--- src/rtl/btn_debouncer_multi.sv ---
// Multi-channel button debouncer: shared sample prescaler, per-channel synchroniser,
// N-sample filter, press/release pulses and hold-to-auto-repeat.

module btn_debouncer_lane #(
  parameter int N              = 4,
  parameter int SYNC_STAGES    = 2,
  parameter int HOLD_SAMPLES   = 64,
  parameter int REPEAT_SAMPLES = 16
) (
  input  logic clk,
  input  logic rst,
  input  logic sample_en_i,
  input  logic raw_i,
  input  logic en_repeat_i,
  output logic state_o,
  output logic press_o,
  output logic release_o,
  output logic repeat_o
);
  localparam int FW   = $clog2((N > 2) ? N : 2);
  localparam int HMAX = (HOLD_SAMPLES > REPEAT_SAMPLES) ? HOLD_SAMPLES : REPEAT_SAMPLES;
  localparam int HW   = $clog2(HMAX + 1);
  localparam logic [FW-1:0] FLAST  = FW'(N - 1);
  localparam logic [HW-1:0] HOLD_T = HW'(HOLD_SAMPLES);
  localparam logic [HW-1:0] REP_T  = HW'(REPEAT_SAMPLES);

  logic [SYNC_STAGES-1:0] sync_q;
  logic [FW-1:0]          fcnt_q, fcnt_d;
  logic [HW-1:0]          hcnt_q, hcnt_d, hinc;
  logic                   state_q, state_d;
  logic                   armed_q, armed_d;
  logic                   press_q, press_d, release_q, release_d, repeat_q, repeat_d;
  logic                   s;

  assign s    = sync_q[SYNC_STAGES-1];
  assign hinc = hcnt_q + 1'b1;

  always_comb begin
    fcnt_d    = fcnt_q;
    state_d   = state_q;
    press_d   = 1'b0;
    release_d = 1'b0;
    if (sample_en_i) begin
      if (s != state_q) begin
        if (fcnt_q == FLAST) begin
          state_d   = s;
          fcnt_d    = '0;
          press_d   = s;
          release_d = ~s;
        end else begin
          fcnt_d = fcnt_q + 1'b1;
        end
      end else begin
        fcnt_d = '0;
      end
    end
  end

  // armed_q selects the repeat interval once the initial hold period has elapsed
  always_comb begin
    hcnt_d   = hcnt_q;
    armed_d  = armed_q;
    repeat_d = 1'b0;
    if (!state_q || !en_repeat_i) begin
      hcnt_d  = '0;
      armed_d = 1'b0;
    end else if (sample_en_i) begin
      if (hinc == (armed_q ? REP_T : HOLD_T)) begin
        hcnt_d   = '0;
        armed_d  = 1'b1;
        repeat_d = 1'b1;
      end else begin
        hcnt_d = hinc;
      end
    end
  end

  always_ff @(posedge clk) begin
    if (rst) begin
      sync_q    <= '0;
      fcnt_q    <= '0;
      hcnt_q    <= '0;
      state_q   <= 1'b0;
      armed_q   <= 1'b0;
      press_q   <= 1'b0;
      release_q <= 1'b0;
      repeat_q  <= 1'b0;
    end else begin
      sync_q    <= {sync_q[SYNC_STAGES-2:0], raw_i};
      fcnt_q    <= fcnt_d;
      hcnt_q    <= hcnt_d;
      state_q   <= state_d;
      armed_q   <= armed_d;
      press_q   <= press_d;
      release_q <= release_d;
      repeat_q  <= repeat_d;
    end
  end

  assign state_o   = state_q;
  assign press_o   = press_q;
  assign release_o = release_q;
  assign repeat_o  = repeat_q;
endmodule

module btn_debouncer_multi #(
  parameter int CH             = 4,
  parameter int DIV            = 8,
  parameter int N              = 4,
  parameter int SYNC_STAGES    = 2,
  parameter int HOLD_SAMPLES   = 64,
  parameter int REPEAT_SAMPLES = 16
) (
  input  logic          clk,
  input  logic          rst,
  input  logic [CH-1:0] btn_raw,
  input  logic [CH-1:0] en_repeat,
  output logic [CH-1:0] btn_state,
  output logic [CH-1:0] press_pulse,
  output logic [CH-1:0] release_pulse,
  output logic [CH-1:0] repeat_pulse
);
  localparam int PW = $clog2((DIV > 2) ? DIV : 2);
  localparam logic [PW-1:0] PLAST = (DIV > 1) ? PW'(DIV - 1) : '0;

  logic [PW-1:0] cnt_q;
  logic          sample_en;

  // DIV<=1 degenerates to a strobe every cycle; the counter then idles at zero
  assign sample_en = (DIV <= 1) ? 1'b1 : (cnt_q == PLAST);

  always_ff @(posedge clk) begin
    if (rst || sample_en) cnt_q <= '0;
    else                  cnt_q <= cnt_q + 1'b1;
  end

  for (genvar g = 0; g < CH; g++) begin : g_lane
    btn_debouncer_lane #(
      .N(N), .SYNC_STAGES(SYNC_STAGES),
      .HOLD_SAMPLES(HOLD_SAMPLES), .REPEAT_SAMPLES(REPEAT_SAMPLES)
    ) u_lane (
      .clk        (clk),
      .rst        (rst),
      .sample_en_i(sample_en),
      .raw_i      (btn_raw[g]),
      .en_repeat_i(en_repeat[g]),
      .state_o    (btn_state[g]),
      .press_o    (press_pulse[g]),
      .release_o  (release_pulse[g]),
      .repeat_o   (repeat_pulse[g])
    );
  end
endmodule

--- config.mk ---
export PLATFORM = sky130hd
export DESIGN_NAME = btn_debouncer_multi
export DESIGN_NICKNAME = d
export VERILOG_FILES = /design/src/rtl/btn_debouncer_multi.sv
export SDC_FILE = /design/constraint.sdc
export NUM_CORES = 1
export LEC_CHECK = 0
export ABC_AREA = 1
export CORE_ASPECT_RATIO = 1.5
export CORE_MARGIN = 3
export CORE_UTILIZATION = 46
export CTS_CLUSTER_SIZE = 10
export DETAILED_ROUTE_END_ITERATION = 10
export HOLD_SLACK_MARGIN = 0.15
export MAX_ROUTING_LAYER = met4
export PLACE_DENSITY = 0.65
export SYNTH_ARGS = -nofsm -noshare
export SYNTH_HDL_FRONTEND = slang
export SYNTH_SLANG_ARGS = --single-unit
--- constraint.sdc ---
create_clock -name clk -period 1.8 [get_ports clk]
set_input_delay 0.18 -clock clk [delete_from_list [all_inputs] [get_ports clk]]
set_output_delay 0.18 -clock clk [all_outputs]
set_load 0.01 [all_outputs]
# [After elaboration in Yosys (flattened, before gate mapping)]
# Cells that the tools add are included.
# W data, S select, Z words.
[totals] register_bits=67 input_bits=10 out_inout_bits=16 elab_cells=121
[classes] addsub=9 eq_ne=13 mux=20 bitwise=13 n_reduce_logical=33
[op_table] operator="$mux W7" count=8
[op_table] operator="$add A7 B1 Y7 const B" count=4
[op_table] operator="$eq A7 B7 Y1" count=4
[op_table] operator="$mux W2" count=8
[op_table] operator="$reduce_or A4 Y1" count=4
[op_table] operator="$not A1 Y1" count=13
[op_table] operator="$reduce_and A3 Y1" count=4
[op_table] operator="$reduce_or A3 Y1" count=4
[op_table] operator="$add A2 B1 Y2 const B" count=4
[op_table] operator="$eq A2 B2 Y1 const B" count=4
[op_table] operator="$logic_not A1 Y1" count=8
[op_table] operator="$reduce_and A2 Y1" count=4
[op_table] operator="$reduce_or A2 Y1" count=4
[op_table] operator="$logic_or A1 B1 Y1" count=5
[op_table] operator="$mux W1" count=4
[op_table] operator="$ne A1 B1 Y1" count=4
[op_table] operator="$add A3 B1 Y3 const B" count=1
[op_table] operator="$eq A3 B3 Y1 const B" count=1

# [Depth between registers and ports, before layout]
# Gate-level depths: netlist of the first run.
[depth] depth_word=3 depth_mapped=10 mapped_depth_nobuf=10

# [Modules after synthesis]
# Synthesis of the first run repeated with hierarchy kept, for this count alone.
[unflattened] hier_cells=465 hier_area_um2=3220.6
[modules_own_cells] mod="btn_debouncer_lane" n_inst=4 cells_each=113 area_each_um2=775.7 seq_area_each_um2=320.3
[modules_own_cells] mod="btn_debouncer_multi" n_inst=1 cells_each=13 area_each_um2=117.6 seq_area_each_um2=60.1

# [Least setup slack after synthesis of the first run]
# OpenSTA, ideal clock, no wires.
[synth_path] path_type="reg2reg" startpoint="register cnt_q[0]" endpoint="register g_lane[1].u_lane.hcnt_q[4]" setup_ns=0.064 arrival_time_ns=1.389 required_ns=1.736 path_slack_ns=0.347 stages_incl_launch_ff=8 path_buffers=2 period_less_slack_ns=1.453 cell_sequence="dfxtp_1 ha_1 ha_1 inv_1 buf_2 clkbuf_1 o21ai_0 nor2_1"
[synth_between] elab_chain_len=1
[synth_lines] item="start, declared" line_no="126" rtl="logic [PW-1:0] cnt_q;"
[synth_lines] item="start signal, assigned" line_no="134" rtl="else cnt_q <= cnt_q + 1'b1;"
[synth_lines] item="$eq A3 B3 Y1" line_no="130" rtl="assign sample_en = (DIV <= 1) ? 1'b1 : (cnt_q == PLAST);"
[synth_lines] item="end signal, assigned" line_no="91" rtl="hcnt_q <= hcnt_d;"
[synth_lines] item="end, declared" line_no="29" rtl="logic [HW-1:0] hcnt_q, hcnt_d, hinc;"
# No other way between the ends.
# A chain may end at the register's enable or synchronous reset.

# [Worst setup path in the final report of the first run]
[layout_path] startpoint="register g_lane[2].u_lane.hcnt_q[0]" endpoint="register g_lane[2].u_lane.hcnt_q[0]"
[layout_between] elab_chain_len=3
[layout_lines] item="start, declared" line_no="29"
[layout_lines] item="start signal, assigned" line_no="91"
[layout_lines] item="$add A7 B1 Y7 (*)" line_no="36" rtl="assign hinc = hcnt_q + 1'b1;"
[layout_lines] item="$eq A7 B7 Y1" line_no="68" rtl="if (hinc == (armed_q ? REP_T : HOLD_T)) begin"
[layout_lines] item="$mux W7 (*)" line_no="68"
# Mark *: on every way between the ends. The rest lies on a longest branch, timed or not.

==> results of run 1 <==
## sequential cells by signal, indices dropped and copies added, names as in the netlist
register / flops
g_lane.u_lane.repeat_o: 4
g_lane.u_lane.release_o: 4
g_lane.u_lane.hcnt_q: 28
g_lane.u_lane.sync_q: 8
g_lane.u_lane.armed_q: 4
g_lane.u_lane.press_o: 4
g_lane.u_lane.state_o: 4
cnt_q: 3
g_lane.u_lane.fcnt_q: 8
## final cells by class
type | count | area [um^2]
Inverter | 68 | 255
Timing Repair Buffer | 32 | 315
Tap cell | 97 | 121
Multi-Input combinational cell | 294 | 1530
Clock inverter | 2 | 10.0
Fill cell | 679 | 3260
Sequential cell | 67 | 1340
Clock buffer | 14 | 163
## worst paths after layout
| kind | from | to | slack, ns | depth (start not counted) |
|---|---|---|---|---|
| worst max-delay path | g_lane[2].u_lane.hcnt_q[0] | g_lane[2].u_lane.hcnt_q[0] | 0.18 | 10 |
| worst min-delay path | btn_raw[1] | g_lane[1].u_lane.sync_q[0] | 0.36 | 3 |
| worst max register to register | g_lane[2].u_lane.hcnt_q[0] | g_lane[2].u_lane.hcnt_q[0] | 0.18 | 10 |
| worst min register to register | g_lane[3].u_lane.sync_q[0] | g_lane[3].u_lane.sync_q[1] | 0.40 | 2 |
## layout by cell type (no fill, tap or decap)
master and n:
nand2_1 104, inv_1 68, dfxtp_1 67, nor2_1 44
nand3_1 38, clkdlybuf4s50_1 25, o21ai_0 22, nand4_1 14
a21oi_1 13, clkbuf_8 11, ha_1 10, xnor2_1 7
nand3b_1 6, nand3_2 6, buf_4 6, o21ai_1 5
o211ai_1 4, o21bai_1 4, a21oi_2 4, nor2_2 3
o41ai_1 3, clkbuf_1 3, nand2_2 2, nor2_4 2
xor2_1 2, clkinv_2 2, o31ai_1 1, buf_12 1
## kinds of logic (layout without fill, tap and decap cells)
group                      Yosys count  after routing  share of synthesized area
and+or+nand+nor                    219            219                      0.296
AOI/OAI and AO/OA                   56             56                     0.0982
xor gates and xnor gates             9              9                     0.0235
adders and majority gates           10             10                     0.0373
buffers and inverters              100            116                      0.145
DFF                                 67             67                      0.400
## routing by layer
layer  part of all wire  up-vias  track usage
li1                   -     1474            -
met1               0.42     1273        0.189
met2               0.54       32        0.284
met3              0.026       10       0.0501
met4              0.020        0       0.0793
met5                  0        -            -
## worst reg2reg max path, stage by stage, from the launching register on
cell and delay, ns:
dfxtp_1 0.38, ha_1 0.33, nand2_1 0.09, nor2_1 0.14
nand3_1 0.08, nand2_1 0.09, nand2_1 0.05, nand2_1 0.09
nand3_2 0.10, nand2_1 0.10, nor2_1 0.05
## where the power goes
group | internal (mW) | switching (mW)
clock network | 0.573 | 0.523
registers | 1.50 | 0.00697
logic | 0.0337 | 0.0300
total | 2.10 | 0.560
==> impl_metrics.json, run 1 <==
{
  "via_per_inst": 4.86,
  "finalNonFillerCells": 574,
  "power_leakage_nw": 1.60,
  "fmax_mhz": 618,
  "period_share": 0.900,
  "grt_max_degree": 29,
  "drive_above_1_share": 0.0776,
  "critPathCaptureType": "flip-flop",
  "syn-instance-count": 461,
  "gp_congestion": 0.810,
  "final_max_slew_viol_count": 0,
  "place_area_mm2": 0.00356,
  "layout.nets": 492,
  "start_util": 0.479,
  "cts_buffer_depth": 2,
  "dp_cells": 558,
  "cts_setup_buffers": 0,
  "synth_top_area_frac": 0.400,
  "critical_path_class": "flip-flop to flip-flop",
  "cts_num_sinks": 67,
  "arrival_ns": 1.85,
  "syn_avg_cell_area_um2": 7.27,
  "grt_pass1_wl_mm": 11.1,
  "area_delta_synth_final_pct": 11.4,
  "async_flop_share": 0,
  "ys_warn_count": 0,
  "gr-total-overflow": 0,
  "hpwl_mm": 4.84,
  "clock_skew_ns": 0.00367,
  "postRouteAntennaNets": 0,
  "cts-resized-gates": 0,
  "fin_crit_ns": 1.62,
  "drt_drc_violations_left": 0,
  "synth.ff_latch_count": 67,
  "core_mm2": 0.00699,
  "rsz0062_at_grt": "no",
  "syn-cell-area_mm2": 0.00335,
  "yosys.area.top_type": "dfxtp_1",
  "portBuffers": 25,
  "status": "finished, final reports clean",
  "required_ns": 2.03,
  "worstMarginPinSlew_ns": 0.346,
  "track_usage": 0.174,
  "insertion_delay_ns": 0.33,
  "p_total_mw": 2.66,
  "yosysMostFrequentCell": "nand2_1",
  "wirelength_mm": 6.50,
  "startpoint_type": "flip-flop",
  "vias": 2789,
  "antenna_found_initial": 0,
  "postCtsHoldBufs": 0,
  "cp_slowest_cell": "dfxtp_1",
  "die_area_mm2": 0.00837,
  "crit_family": "simple AND/OR/NAND/NOR gates",
  "crit_top_cell": "nand2_1",
  "cap_viol_max_count": 0,
  "seq_area_frac_synth": 0.400,
  "whs_ns": 0.359,
  "synthFlopType": "dfxtp_1",
  "io_pins": 26,
  "dr.pass1.iters": 4,
  "grt_pass1_vias": 2675,
  "core.rowCount": 37,
  "synth_area_leaders": "dfxtp_1 40%, nand2_1 12%, inv_1 7.6%",
  "dp_slack_ns": 0.148,
  "synth_cell_type_count": 26,
  "cellPowerDensity_mw_per_mm2": 714,
  "clk_root_buffer_cell": "clkbuf_8",
  "syn-num-nets": 481,
  "setup_tns_ns": 0,
  "synthTopCellsByCount": "104 x nand2_1, 68 x inv_1, 67 x dfxtp_1",
  "max_slew_margin": 0.769,
  "htree_num_levels": 3,
  "synth-edff-count": 0,
  "drt_first_iter_violations": 117,
  "wl_per_cell_um": 11.3,
  "critPathMaxStageDelay_ns": 0.38,
  "die_h_um": 111,
  "cts_tree": "yes",
  "finalHoldViolCount": 0,
  "clk_pin_slew_ns": 0.06,
  "layout_setup_ws_ns": 0.181,
  "post-route-util": 0.534,
  "final-setup-viol-count": 0,
  "hp-class": "input port to flip-flop",
  "cp_max_fo": 7,
  "ir_drop_v": 0.000583,
  "design_area_mm2": 0.00373,
  "die_x_um": 75.7,
  "n_antenna_cell": 0,
  "crit_path_cell_trace": "ha_1 -> nand2_1 -> nor2_1 -> nand3_1 -> nand2_1 -> nand2_1 -> nand2_1 -> nand3_2 -> nand2_1 -> nor2_1",
  "cts-buffers-inserted": 9,
  "worst-path-buf-inv": 0
}
Note: power is estimated with default switching activity, not from simulation.
==> run 2, diff against run 1 <==
clock period = 1.5 ns   (was 1.8 ns; I/O delays follow)
==> run 2 against run 1 <==
- clock power increased by 35%
- register-to-register slack got worse by 0.06 ns
- sequential power increased by 21%
- critical path depth decreased by 9
- hold slack got worse by 0.044 ns
- sequential share of layout area decreased by 2.8 points
- die area unchanged
- cell area increased by 10%
- via count increased by 5.2%
- largest power group unchanged
==> impl_metrics.json, run 2 (synthesis results as in run 1) <==
{
  "fillers": 654,
  "cp_max_fo": 6,
  "drt_drc_violations_left": 0,
  "postCtsHoldBufs": 0,
  "multi_input_area_mm2": 0.00166,
  "die_h_um": 111,
  "place_area_mm2": 0.00375,
  "design_area_mm2": 0.00411,
  "startpoint_type": "flip-flop",
  "fin_crit_ns": 1.44,
  "crit_path_cell_trace": "clkdlybuf4s50_1",
  "worst-path-buf-inv": 1,
  "largest_reg_flops": 28,
  "r2r_cells": 9,
  "cts_buffer_depth": 2,
  "core.rowCount": 37,
  "grt_pass1_vias": 2881,
  "power_leakage_nw": 1.75,
  "layout.nets": 518,
  "finalHoldViolCount": 0,
  "cellPowerDensity_mw_per_mm2": 819,
  "cts_tree": "yes",
  "die_area_mm2": 0.00837,
  "wl_per_cell_um": 11.8,
  "critical_path_class": "flip-flop to primary output",
  "required_ns": 1.35,
  "drive_above_1_share": 0.211,
  "start_util": 0.479,
  "hp-class": "input port to flip-flop",
  "dp_cells": 584,
  "grt_max_degree": 26,
  "p_total_mw": 3.37,
  "worstMarginPinSlew_ns": 0.280,
  "wirelength_mm": 7.06,
  "critPathMaxStageDelay_ns": 0.56,
  "cts-buffers-inserted": 9,
  "arrival_ns": 1.29,
  "top_regs": "g_lane.u_lane.hcnt_q x28, g_lane.u_lane.fcnt_q x8, g_lane.u_lane.sync_q x8",
  "critPathCaptureType": "primary output",
  "final-setup-viol-count": 0,
  "layout_commonest_cell": "nand2_1",
  "crit_family": "buffers and inverters",
  "largest-register": "g_lane.u_lane.hcnt_q",
  "track_usage": 0.189,
  "hold_depth": 3,
  "hpwl_mm": 5.15,
  "cp_slowest_cell": "clkdlybuf4s50_1",
  "status": "finished, final reports clean",
  "cts_setup_buffers": 0,
  "insertion_delay_ns": 0.35,
  "htree_num_levels": 3,
  "antenna_found_initial": 0,
  "regArea_mm2": 0.00137,
  "grt_pass1_wl_mm": 12.2,
  "post-route-util": 0.589,
  "ir_drop_v": 0.000779,
  "postRouteAntennaNets": 0,
  "clk_pin_slew_ns": 0.07,
  "die_x_um": 75.7,
  "mostFrequentLayoutCells": "96 x nand2_1, 66 x inv_1, 48 x dfxtp_1, 39 x nor2_1, 37 x nand3_1",
  "n_antenna_cell": 0,
  "area_delta_synth_final_pct": 22.8,
  "gr-total-overflow": 0,
  "portBuffers": 25,
  "dr.pass1.iters": 4,
  "fmax_mhz": 695,
  "io_pins": 26,
  "cts_num_sinks": 67,
  "max_slew_margin": 0.811,
  "final_max_slew_viol_count": 0,
  "clk_root_buffer_cell": "clkbuf_8",
  "cap_viol_max_count": 0,
  "core_mm2": 0.00699,
  "clock_skew_ns": 0.0116,
  "vias": 2934,
  "via_per_inst": 4.90,
  "period_share": 0.960,
  "gp_congestion": 0.811,
  "finalNonFillerCells": 599,
  "drt_first_iter_violations": 63,
  "cp_num_cells": 1
}
run 2: what timing repair did:
item                       CTS  global route
pin swaps                    0            12
resized for setup            4            51
hold endpoints to repair     0             0
setup endpoints to repair    6            35
gates cloned                 0             0
run 2: power breakdown:
group | switching [mW] | internal, mW
Clock | 0.679 | 0.797
Combinational | 0.0406 | 0.0479
Sequential | 0.0115 | 1.80
run 2: worst paths after layout:
check | startpoint | endpoint | slack (ns)
worst max register to register | g_lane[2].u_lane.hcnt_q[0] | g_lane[2].u_lane.hcnt_q[6] | 0.12
worst min register to register | g_lane[0].u_lane.sync_q[0] | g_lane[0].u_lane.sync_q[1] | 0.41
worst min-delay path | btn_raw[1] | g_lane[1].u_lane.sync_q[0] | 0.31
worst max-delay path | g_lane[0].u_lane.state_o | btn_state[0] | 0.06
run 2: area by class of cell:
class	instances	area share
Multi-Input combinational cell	294	0.404
Sequential cell	67	0.332
Timing Repair Buffer	58	0.126
Inverter	68	0.0620
Clock buffer	10	0.0335
Tap cell	97	0.0295
Clock inverter	5	0.0131
run 2: metal layers:
metal / track usage / vias to the layer above / part of all wire
met4: 0.0817 / 0 / 0.024
met5: - / - / 0
met2: 0.309 / 35 / 0.55
li1: - / 1530 / -
met1: 0.212 / 1354 / 0.41
met3: 0.0464 / 15 / 0.022
run 2: metrics by stage:
| stage | setup WS (ns) | setup TNS, ns | hold slack, ns |
|---|---|---|---|
| floorplan | 0.0473 | 0 | 0.257 |
| global placement | 0.0378 | 0 | 0.390 |
| detailed placement | -0.00884 | -0.00884 | 0.403 |
| CTS | -0.00150 | -0.00150 | 0.292 |
| global route | -0.0278 | -0.0806 | 0.345 |
| finish | 0.0607 | 0 | 0.315 |
==> run 3, diff against run 2 <==
HOLD_SLACK_MARGIN = 0.03   (was 0.15)
==> results of run 3 <==
The final DEF is identical to that of run 2; final timing and power are the same.
